## src/rtl/audio_mixer_if.sv

```systemverilog
// Bundle of the mixer's sample, control and status signals.
// The master side drives the channel inputs and mix_tick; the slave side
// is the mixer itself, returning the mixed sample and status flags.
interface audio_mixer_if #(
    parameter int NUM_CH  = 4,
    parameter int IN_W    = 20,
    parameter int OUT_W   = 16,
    parameter int SHIFT_W = 4
) ();
    logic [NUM_CH*IN_W-1:0]    sample_in;
    logic [NUM_CH-1:0]         sample_in_valid;
    logic [NUM_CH*SHIFT_W-1:0] shift;
    logic [NUM_CH-1:0]         mute;
    logic                      mix_tick;
    logic [OUT_W-1:0]          sample_out;
    logic                      sample_out_valid;
    logic                      clipped;
    logic                      busy;
    logic                      overrun;

    modport master (
        output sample_in, sample_in_valid, shift, mute, mix_tick,
        input  sample_out, sample_out_valid, clipped, busy, overrun
    );

    modport slave (
        input  sample_in, sample_in_valid, shift, mute, mix_tick,
        output sample_out, sample_out_valid, clipped, busy, overrun
    );
endinterface

```

## src/rtl/audio_mixer.sv

```systemverilog
// N-channel audio mixer. Each channel keeps a sample-and-hold register; on
// mix_tick all channels are snapshotted, then one channel per cycle is
// attenuated (arithmetic right shift), optionally muted, and summed in a
// single adder. The sum is scaled to OUT_W, saturated and emitted as a
// one-cycle valid-qualified sample with a clip flag. A tick that arrives
// while a mix is still running is dropped and latches the sticky overrun.
module audio_mixer #(
    parameter int NUM_CH  = 4,
    parameter int IN_W    = 20,
    parameter int OUT_W   = 16,
    parameter int SHIFT_W = 4
) (
    input  logic         i_clk,
    input  logic         i_rst,
    audio_mixer_if.slave if_mix
);
    localparam int ACC_W = IN_W + $clog2(NUM_CH);
    localparam int IDX_W = (NUM_CH > 1) ? $clog2(NUM_CH) : 1;
    localparam int DROP  = IN_W - OUT_W;

    // Saturation bounds expressed in accumulator width
    localparam logic signed [ACC_W-1:0] SAT_MAX = ACC_W'((64'sd1 <<< (OUT_W - 1)) - 64'sd1);
    localparam logic signed [ACC_W-1:0] SAT_MIN = ~SAT_MAX;

    typedef enum logic [1:0] {
        ST_IDLE  = 2'd0,
        ST_ACCUM = 2'd1,
        ST_OUT   = 2'd2
    } state_e;

    state_e                  r_state;
    state_e                  w_state_nxt;

    logic signed [IN_W-1:0]  r_hold [NUM_CH];
    logic signed [IN_W-1:0]  r_snap [NUM_CH];
    logic signed [ACC_W-1:0] r_acc;
    logic [IDX_W-1:0]        r_ch_idx;

    logic [OUT_W-1:0]        r_sample_out;
    logic                    r_sample_out_valid;
    logic                    r_clipped;
    logic                    r_busy;
    logic                    r_overrun;

    logic signed [IN_W-1:0]  w_in    [NUM_CH];
    logic [SHIFT_W-1:0]      w_shift [NUM_CH];
    logic signed [ACC_W-1:0] w_ext;
    logic signed [ACC_W-1:0] w_term;
    logic signed [ACC_W-1:0] w_scaled;
    logic [OUT_W-1:0]        w_sat;
    logic                    w_clip;
    logic                    w_last_ch;

    // Split the flat channel buses into per-channel views
    always_comb begin
        for (int k = 0; k < NUM_CH; k++) begin
            w_in[k]    = if_mix.sample_in[k*IN_W +: IN_W];
            w_shift[k] = if_mix.shift[k*SHIFT_W +: SHIFT_W];
        end
    end

    // Contribution of the channel currently being accumulated (shift/mute live)
    always_comb begin
        w_ext  = ACC_W'(r_snap[r_ch_idx]);
        w_term = '0;
        if (if_mix.mute[r_ch_idx]) begin
            w_term = '0;
        end else begin
            w_term = w_ext >>> w_shift[r_ch_idx];
        end
    end

    // Scale the full-precision sum to the output width and saturate it
    always_comb begin
        w_scaled = r_acc >>> DROP;
        w_sat    = w_scaled[OUT_W-1:0];
        w_clip   = 1'b0;
        if (w_scaled > SAT_MAX) begin
            w_sat  = OUT_W'(SAT_MAX);
            w_clip = 1'b1;
        end else if (w_scaled < SAT_MIN) begin
            w_sat  = OUT_W'(SAT_MIN);
            w_clip = 1'b1;
        end else begin
            w_sat  = w_scaled[OUT_W-1:0];
            w_clip = 1'b0;
        end
    end

    assign w_last_ch = (r_ch_idx == IDX_W'(NUM_CH - 1));

    // State register
    always_ff @(posedge i_clk) begin
        if (i_rst) begin
            r_state <= ST_IDLE;
        end else begin
            r_state <= w_state_nxt;
        end
    end

    // Next-state logic: IDLE -> ACCUM on tick, ACCUM for NUM_CH cycles, one OUT cycle
    always_comb begin
        w_state_nxt = r_state;
        case (r_state)
            ST_IDLE: begin
                if (if_mix.mix_tick) begin
                    w_state_nxt = ST_ACCUM;
                end else begin
                    w_state_nxt = ST_IDLE;
                end
            end
            ST_ACCUM: begin
                if (w_last_ch) begin
                    w_state_nxt = ST_OUT;
                end else begin
                    w_state_nxt = ST_ACCUM;
                end
            end
            ST_OUT: begin
                w_state_nxt = ST_IDLE;
            end
            default: begin
                w_state_nxt = ST_IDLE;
            end
        endcase
    end

    // Holding registers load on their strobe regardless of mix state
    always_ff @(posedge i_clk) begin
        if (i_rst) begin
            for (int k = 0; k < NUM_CH; k++) begin
                r_hold[k] <= '0;
            end
        end else begin
            for (int k = 0; k < NUM_CH; k++) begin
                if (if_mix.sample_in_valid[k]) begin
                    r_hold[k] <= w_in[k];
                end
            end
        end
    end

    // Snapshot, accumulator, output register and status flags
    always_ff @(posedge i_clk) begin
        if (i_rst) begin
            for (int k = 0; k < NUM_CH; k++) begin
                r_snap[k] <= '0;
            end
            r_acc              <= '0;
            r_ch_idx           <= '0;
            r_sample_out       <= '0;
            r_sample_out_valid <= 1'b0;
            r_clipped          <= 1'b0;
            r_busy             <= 1'b0;
            r_overrun          <= 1'b0;
        end else begin
            r_sample_out_valid <= 1'b0;
            r_busy             <= (w_state_nxt != ST_IDLE);
            if (if_mix.mix_tick && (r_state != ST_IDLE)) begin
                r_overrun <= 1'b1;
            end
            case (r_state)
                ST_IDLE: begin
                    if (if_mix.mix_tick) begin
                        // A strobe in the tick cycle wins over the held value
                        for (int k = 0; k < NUM_CH; k++) begin
                            r_snap[k] <= if_mix.sample_in_valid[k] ? w_in[k] : r_hold[k];
                        end
                        r_acc    <= '0;
                        r_ch_idx <= '0;
                    end
                end
                ST_ACCUM: begin
                    r_acc    <= r_acc + w_term;
                    r_ch_idx <= r_ch_idx + IDX_W'(1);
                end
                ST_OUT: begin
                    r_sample_out       <= w_sat;
                    r_clipped          <= w_clip;
                    r_sample_out_valid <= 1'b1;
                end
                default: begin
                    r_sample_out_valid <= 1'b0;
                end
            endcase
        end
    end

    assign if_mix.sample_out       = r_sample_out;
    assign if_mix.sample_out_valid = r_sample_out_valid;
    assign if_mix.clipped          = r_clipped;
    assign if_mix.busy             = r_busy;
    assign if_mix.overrun          = r_overrun;
endmodule
```

## src/flat_wrapper.sv

```systemverilog
// flat-port wrapper written by rule: the top's interface ports become plain ports
module audio_mixer_flat 
#(
    parameter int NUM_CH  = 4,
    parameter int IN_W    = 20,
    parameter int OUT_W   = 16,
    parameter int SHIFT_W = 4
)
  (i_clk, i_rst, if_mix_sample_in, if_mix_sample_in_valid, if_mix_shift, if_mix_mute, if_mix_mix_tick, if_mix_sample_out, if_mix_sample_out_valid, if_mix_clipped, if_mix_busy, if_mix_overrun);
  audio_mixer_if #(.NUM_CH(NUM_CH), .IN_W(IN_W), .OUT_W(OUT_W), .SHIFT_W(SHIFT_W)) if_mix_i ();
  input  logic i_clk;
  input  logic i_rst;
  input wire logic [$bits(if_mix_i.sample_in)-1:0] if_mix_sample_in;
  input wire logic [$bits(if_mix_i.sample_in_valid)-1:0] if_mix_sample_in_valid;
  input wire logic [$bits(if_mix_i.shift)-1:0] if_mix_shift;
  input wire logic [$bits(if_mix_i.mute)-1:0] if_mix_mute;
  input wire logic [$bits(if_mix_i.mix_tick)-1:0] if_mix_mix_tick;
  output wire logic [$bits(if_mix_i.sample_out)-1:0] if_mix_sample_out;
  output wire logic [$bits(if_mix_i.sample_out_valid)-1:0] if_mix_sample_out_valid;
  output wire logic [$bits(if_mix_i.clipped)-1:0] if_mix_clipped;
  output wire logic [$bits(if_mix_i.busy)-1:0] if_mix_busy;
  output wire logic [$bits(if_mix_i.overrun)-1:0] if_mix_overrun;
  assign if_mix_i.sample_in = if_mix_sample_in;
  assign if_mix_i.sample_in_valid = if_mix_sample_in_valid;
  assign if_mix_i.shift = if_mix_shift;
  assign if_mix_i.mute = if_mix_mute;
  assign if_mix_i.mix_tick = if_mix_mix_tick;
  assign if_mix_sample_out = if_mix_i.sample_out;
  assign if_mix_sample_out_valid = if_mix_i.sample_out_valid;
  assign if_mix_clipped = if_mix_i.clipped;
  assign if_mix_busy = if_mix_i.busy;
  assign if_mix_overrun = if_mix_i.overrun;
  audio_mixer #(.NUM_CH(NUM_CH), .IN_W(IN_W), .OUT_W(OUT_W), .SHIFT_W(SHIFT_W)) u_core (.i_clk(i_clk), .i_rst(i_rst), .if_mix(if_mix_i));
endmodule
```

## config.mk

```make
export PLATFORM = sky130hd
export DESIGN_NAME = audio_mixer_flat
export DESIGN_NICKNAME = d
export VERILOG_FILES = /design/src/rtl/audio_mixer_if.sv /design/src/rtl/audio_mixer.sv /design/src/flat_wrapper.sv
export SDC_FILE = /design/constraint.sdc
export NUM_CORES = 1
export LEC_CHECK = 0
export CAP_MARGIN = 10
export CORE_MARGIN = 4
export CORE_UTILIZATION = 45
export DETAILED_ROUTE_END_ITERATION = 8
export GPL_ROUTABILITY_DRIVEN = 0
export GPL_TIMING_DRIVEN = 0
export PLACE_DENSITY = 0.62
export SYNTH_ARGS = -nofsm -noshare
export SYNTH_HDL_FRONTEND = slang
export SYNTH_SLANG_ARGS = --single-unit
```

## constraint.sdc

```tcl
create_clock -name i_clk -period 10.7 [get_ports i_clk]
set_input_delay 2.675 -clock i_clk [delete_from_list [all_inputs] [get_ports i_clk]]
set_output_delay 2.675 -clock i_clk [all_outputs]
set_load 0.01 [all_outputs]
```

==> results of run 1 <==
## cells in the mapped netlist (all sizes together), types with 13 or more instances
cell	instances	area [um^2]
o21ai	49	245.2
edfxtp	160	4805
mux2i	31	310.3
buf	13	106.4
mux4	24	540.5
clkbuf	53	198.9
nor2	135	514.2
nand2b	84	525.5
dfxtp	48	960.9
a21oi	128	644.4
nand2	135	506.7
ha	22	275.3
## cells in the final DEF (no fill, tap or decap), drive strengths merged, types with 3 or more instances in the layout
master,Yosys,layout
a31oi,7,7
mux4,24,24
inv,8,10
clkinv,1,8
mux2,9,9
dfxtp,48,48
nand2b,84,84
clkbuf,53,83
edfxtp,160,160
buf,13,14
mux2i,31,31
nand3,11,11
o21ai,49,49
or2,5,5
xor2,10,10
nor2,135,135
a21oi,128,128
o21bai,4,4
a211oi,9,9
or3,3,3
a21o,5,5
nor3,9,9
a22oi,11,11
clkdlybuf4s50,0,126
xnor2,9,9
nor2b,8,8
and3b,4,4
and2,5,5
o221ai,4,4
ha,22,22
nand2,135,135
## cell families after synthesis
kind of cell | after synthesis | share of synthesized area
adder cells (fa/ha/maj) | 23 | 0.02756
multiplexers | 64 | 0.08921
buffers and inverters | 75 | 0.03164
XOR/XNOR | 19 | 0.01553
flip-flops | 208 | 0.5381
AO/OA/AOI/OAI | 231 | 0.1216
AND/OR/NAND/NOR | 409 | 0.1764
## report_power, final
| part | leakage [nW] | switching, mW | internal (mW) |
|---|---|---|---|
| registers | 2.12 | 0.0275 | 0.929 |
| clock network | 0.349 | 0.322 | 0.433 |
| logic | 2.40 | 0.178 | 0.137 |
| total | 4.87 | 0.528 | 1.50 |
## metal layers
layer  share of wire  routed length [um]  vias to the layer above  global-route usage
met5               0                   0                        -                   0
met4           0.019                 518                        0             0.04344
met3           0.057                1589                       29             0.03730
met2            0.48               13410                      225              0.3475
met1            0.44               12360                     3879              0.2930
li1                -                   -                     3991                   -
## through the flow
step / util / cell area, um^2 / std cells / total power [mW] / setup slack [ps]
after detailed placement: 0.5284 / 12400 / 1475 / 1.286 / 3860
final: 0.5593 / 13130 / 1518 / 2.027 / 4327
after floorplan: - / 10720 / 1029 / 1.166 / 4766
after global routing: 0.5592 / 13130 / 1517 / 2.111 / 4001
after CTS: 0.5592 / 13130 / 1517 / 2.041 / 4378
after global placement: 0.5272 / 12380 / 1474 / 1.283 / 3526
## state kept, by name, summed over array words and instances (netlist names), 2 cells and up, named ones only
register	flops
u_core.r_ch_idx	2
u_core.r_snap	80
u_core.r_acc	22
u_core.if_mix.sample_out	16
u_core.r_state	2
u_core.r_hold	80
## area by class of cell
class | instances | area share
Sequential cell | 208 | 0.4392
Multi-Input combinational cell | 746 | 0.3518
Timing Repair Buffer | 127 | 0.09759
Clock buffer | 30 | 0.04660
Tap cell | 319 | 0.03040
Buffer | 66 | 0.02325
Clock inverter | 12 | 0.008482
Inverter | 9 | 0.002573
Antenna cell | 1 | 0.0001906
## worst max-delay path by stage
| stage | endpoint | startpoint | cells after the start | slack [ps] |
|---|---|---|---|---|
| floorplan | u_core.r_acc[16]$_SDFFE_PP0P_ | if_mix_shift[13] | 18 | 4770 |
| global placement | u_core.r_snap[0][17]$_SDFFCE_PN0P_ | i_rst | 4 | 3530 |
| detailed placement | u_core.r_acc[20]$_SDFFE_PP0P_ | if_mix_shift[13] | 19 | 3860 |
| CTS | u_core.r_acc[20]$_SDFFE_PP0P_ | if_mix_shift[13] | 19 | 4380 |
| global route | u_core.r_acc[20]$_SDFFE_PP0P_ | if_mix_shift[13] | 19 | 4000 |
| finish | u_core.r_acc[16]$_SDFFE_PP0P_ | if_mix_shift[13] | 19 | 4330 |
## critical path: stages
cell	delay, ps
sky130_fd_sc_hd__clkdlybuf4s50_1	400
sky130_fd_sc_hd__mux4_2	480
sky130_fd_sc_hd__buf_6	170
sky130_fd_sc_hd__buf_12	150
sky130_fd_sc_hd__buf_6	140
sky130_fd_sc_hd__nor2_1	100
sky130_fd_sc_hd__a21oi_1	40
sky130_fd_sc_hd__or3_1	300
sky130_fd_sc_hd__o221ai_1	90
sky130_fd_sc_hd__ha_1	200
sky130_fd_sc_hd__inv_1	50
sky130_fd_sc_hd__fa_1	400
sky130_fd_sc_hd__nor2b_1	110
sky130_fd_sc_hd__o21ai_0	110
sky130_fd_sc_hd__o21ai_0	480
sky130_fd_sc_hd__a31oi_1	310
sky130_fd_sc_hd__o21ai_0	280
sky130_fd_sc_hd__xnor2_1	160
sky130_fd_sc_hd__o21ai_0	90
==> results.sh, run 1 <==
export IMPL_run_status="complete, no violations"
export IMPL_crit_path_start_kind="primary input"
export IMPL_clk_latency_ps=520
export IMPL_worst_setup_hold_path_clk_slew_ps=60
export IMPL_min_path_type="reg -> reg"
export IMPL_cts_hold_fix_buffers=0
export IMPL_drt_first_pass_iters=5
export IMPL_floorplan_initialDensity=0.4565
export IMPL_signal_arrival_time_at_the_worst_endpoint_ps=6750
export IMPL_endpoint_of_the_most_critical_register_to_register_path="u_core.r_acc[16]$_SDFFE_PP0P_"
export IMPL_worstReg2RegStart="u_core.r_ch_idx[1]$_SDFFE_PP0P_"
export IMPL_drt_wirelength_per_cell_um=18.37
export IMPL_die_span_in_y_um=162.3
export IMPL_critical_path_fanouts_max=10
export IMPL_worstPathRequired_ps=11080
export IMPL_syn_cell_area_um2=10720
export IMPL_totalNegativeSetupSlack_ps=0
export IMPL_synthesis_area_per_instance_um2=10.41
export IMPL_register_to_register_path_depth=19
export IMPL_placeableCoreArea_um2=23470
export IMPL_timing_final_crit_share=0.5956
export IMPL_final_layout_size_suffix_gt1_frac=0.07429
export IMPL_upper_clock_frequency_limit_ghz=0.1569
export IMPL_slew_headroom=0.5023
export IMPL_ff2ff_setup_slack_ps=6210
export IMPL_grt_overflow=0
export IMPL_powerDensity_nw_per_um2=154.4
export IMPL_vias=8124
export IMPL_cts_repair_resized=0
export IMPL_synthFlopType="sky130_fd_sc_hd__edfxtp_1"
export IMPL_grt_antenna_before_repair=0
export IMPL_die_area_um2=26340
export IMPL_unrepaired_setup_endpoints_after_global_routing="false"
export IMPL_cts_path_max_buffers=3
export IMPL_number_of_instances_in_the_synthesized_netlist=1029
export IMPL_place_hpwl_um=21430
export IMPL_maxCapViolCount=0
export IMPL_power_ir_vdd_worst_v=0.0001055
export IMPL_cts_root_buffer="sky130_fd_sc_hd__clkbuf_16"
export IMPL_fraction_of_registers_with_async_set_or_reset_after_synthesis=0
export IMPL_layout_nets=1311
export IMPL_hold_sp="u_core.if_mix.sample_out[12]$_SDFFE_PP0P_"
export IMPL_ys_ff_latch=208
export IMPL_whs_path_depth=2
export IMPL_htree_num_levels=1
export IMPL_row_count=56
export IMPL_drcViolationCount=0
export IMPL_finalSetupViolations=0
export IMPL_hold_path_end="u_core.if_mix.sample_out[12]$_SDFFE_PP0P_"
export IMPL_grt_max_degree=45
export IMPL_timing_critical_path_to_type="flop"
export IMPL_cts_buffers_inserted=23
export IMPL_final_hold_violation_count=0
export IMPL_dieWidth_um=162.3
export IMPL_drtIter0Drc=659
export IMPL_hold_ws_ps=453.6
export IMPL_critPathKind="in -> reg"
export IMPL_grt_first_pass_wirelength_um=43110
export IMPL_worst_pin_slew_ps=746.6
export IMPL_yosysWarnings=0
export IMPL_io_buffer_count=126
export IMPL_postSynthNetCount=1159
export IMPL_seq_area_frac_synth=0.5381
export IMPL_via_count_of_the_first_global_routing_pass=7915
export IMPL_fin_worst_skew_ps=12.88
export IMPL_top_level_ports=127
export IMPL_drt_antenna_violating_nets=0
export IMPL_post_cts_buffers=0
export IMPL_layout_area_overhead_vs_synth_pct=22.52
export IMPL_cts_tree="yes"
export IMPL_seqCellArea_um2=5766
export IMPL_cts_sink_count=208
export IMPL_grt_util_all_layers=0.2099
export IMPL_power_leakage_nw=4.867
export IMPL_final_fill_count=2117
export IMPL_final_min_clock_period_ps=6373
export IMPL_wl_um=27880
export IMPL_area_occupied_by_multi_input_gates_um2=4618
export IMPL_yosys_cell_types_count=59
export IMPL_avgViaCountPerCell=5.352
export IMPL_synth_edf_count=160
export IMPL_drv_slew=0
(Power assumes the default switching activity.)
==> inputs of run 2 (changes only) <==
clock period = 6.3 ns   (was 10.7 ns; I/O delays follow)
==> results of run 2 <==
The final DEF is identical to that of run 1. Status: complete, no violations.
Among the figures that moved: setup slack after placement 3860 ps -> 559.6 ps; setup slack after layout 4327 ps -> 1027 ps; register-to-register setup slack 6210 ps -> 1810 ps; total power 2.027 mW -> 3.442 mW; worst IR drop on VDD 0.0001055 V -> 0.0001792 V
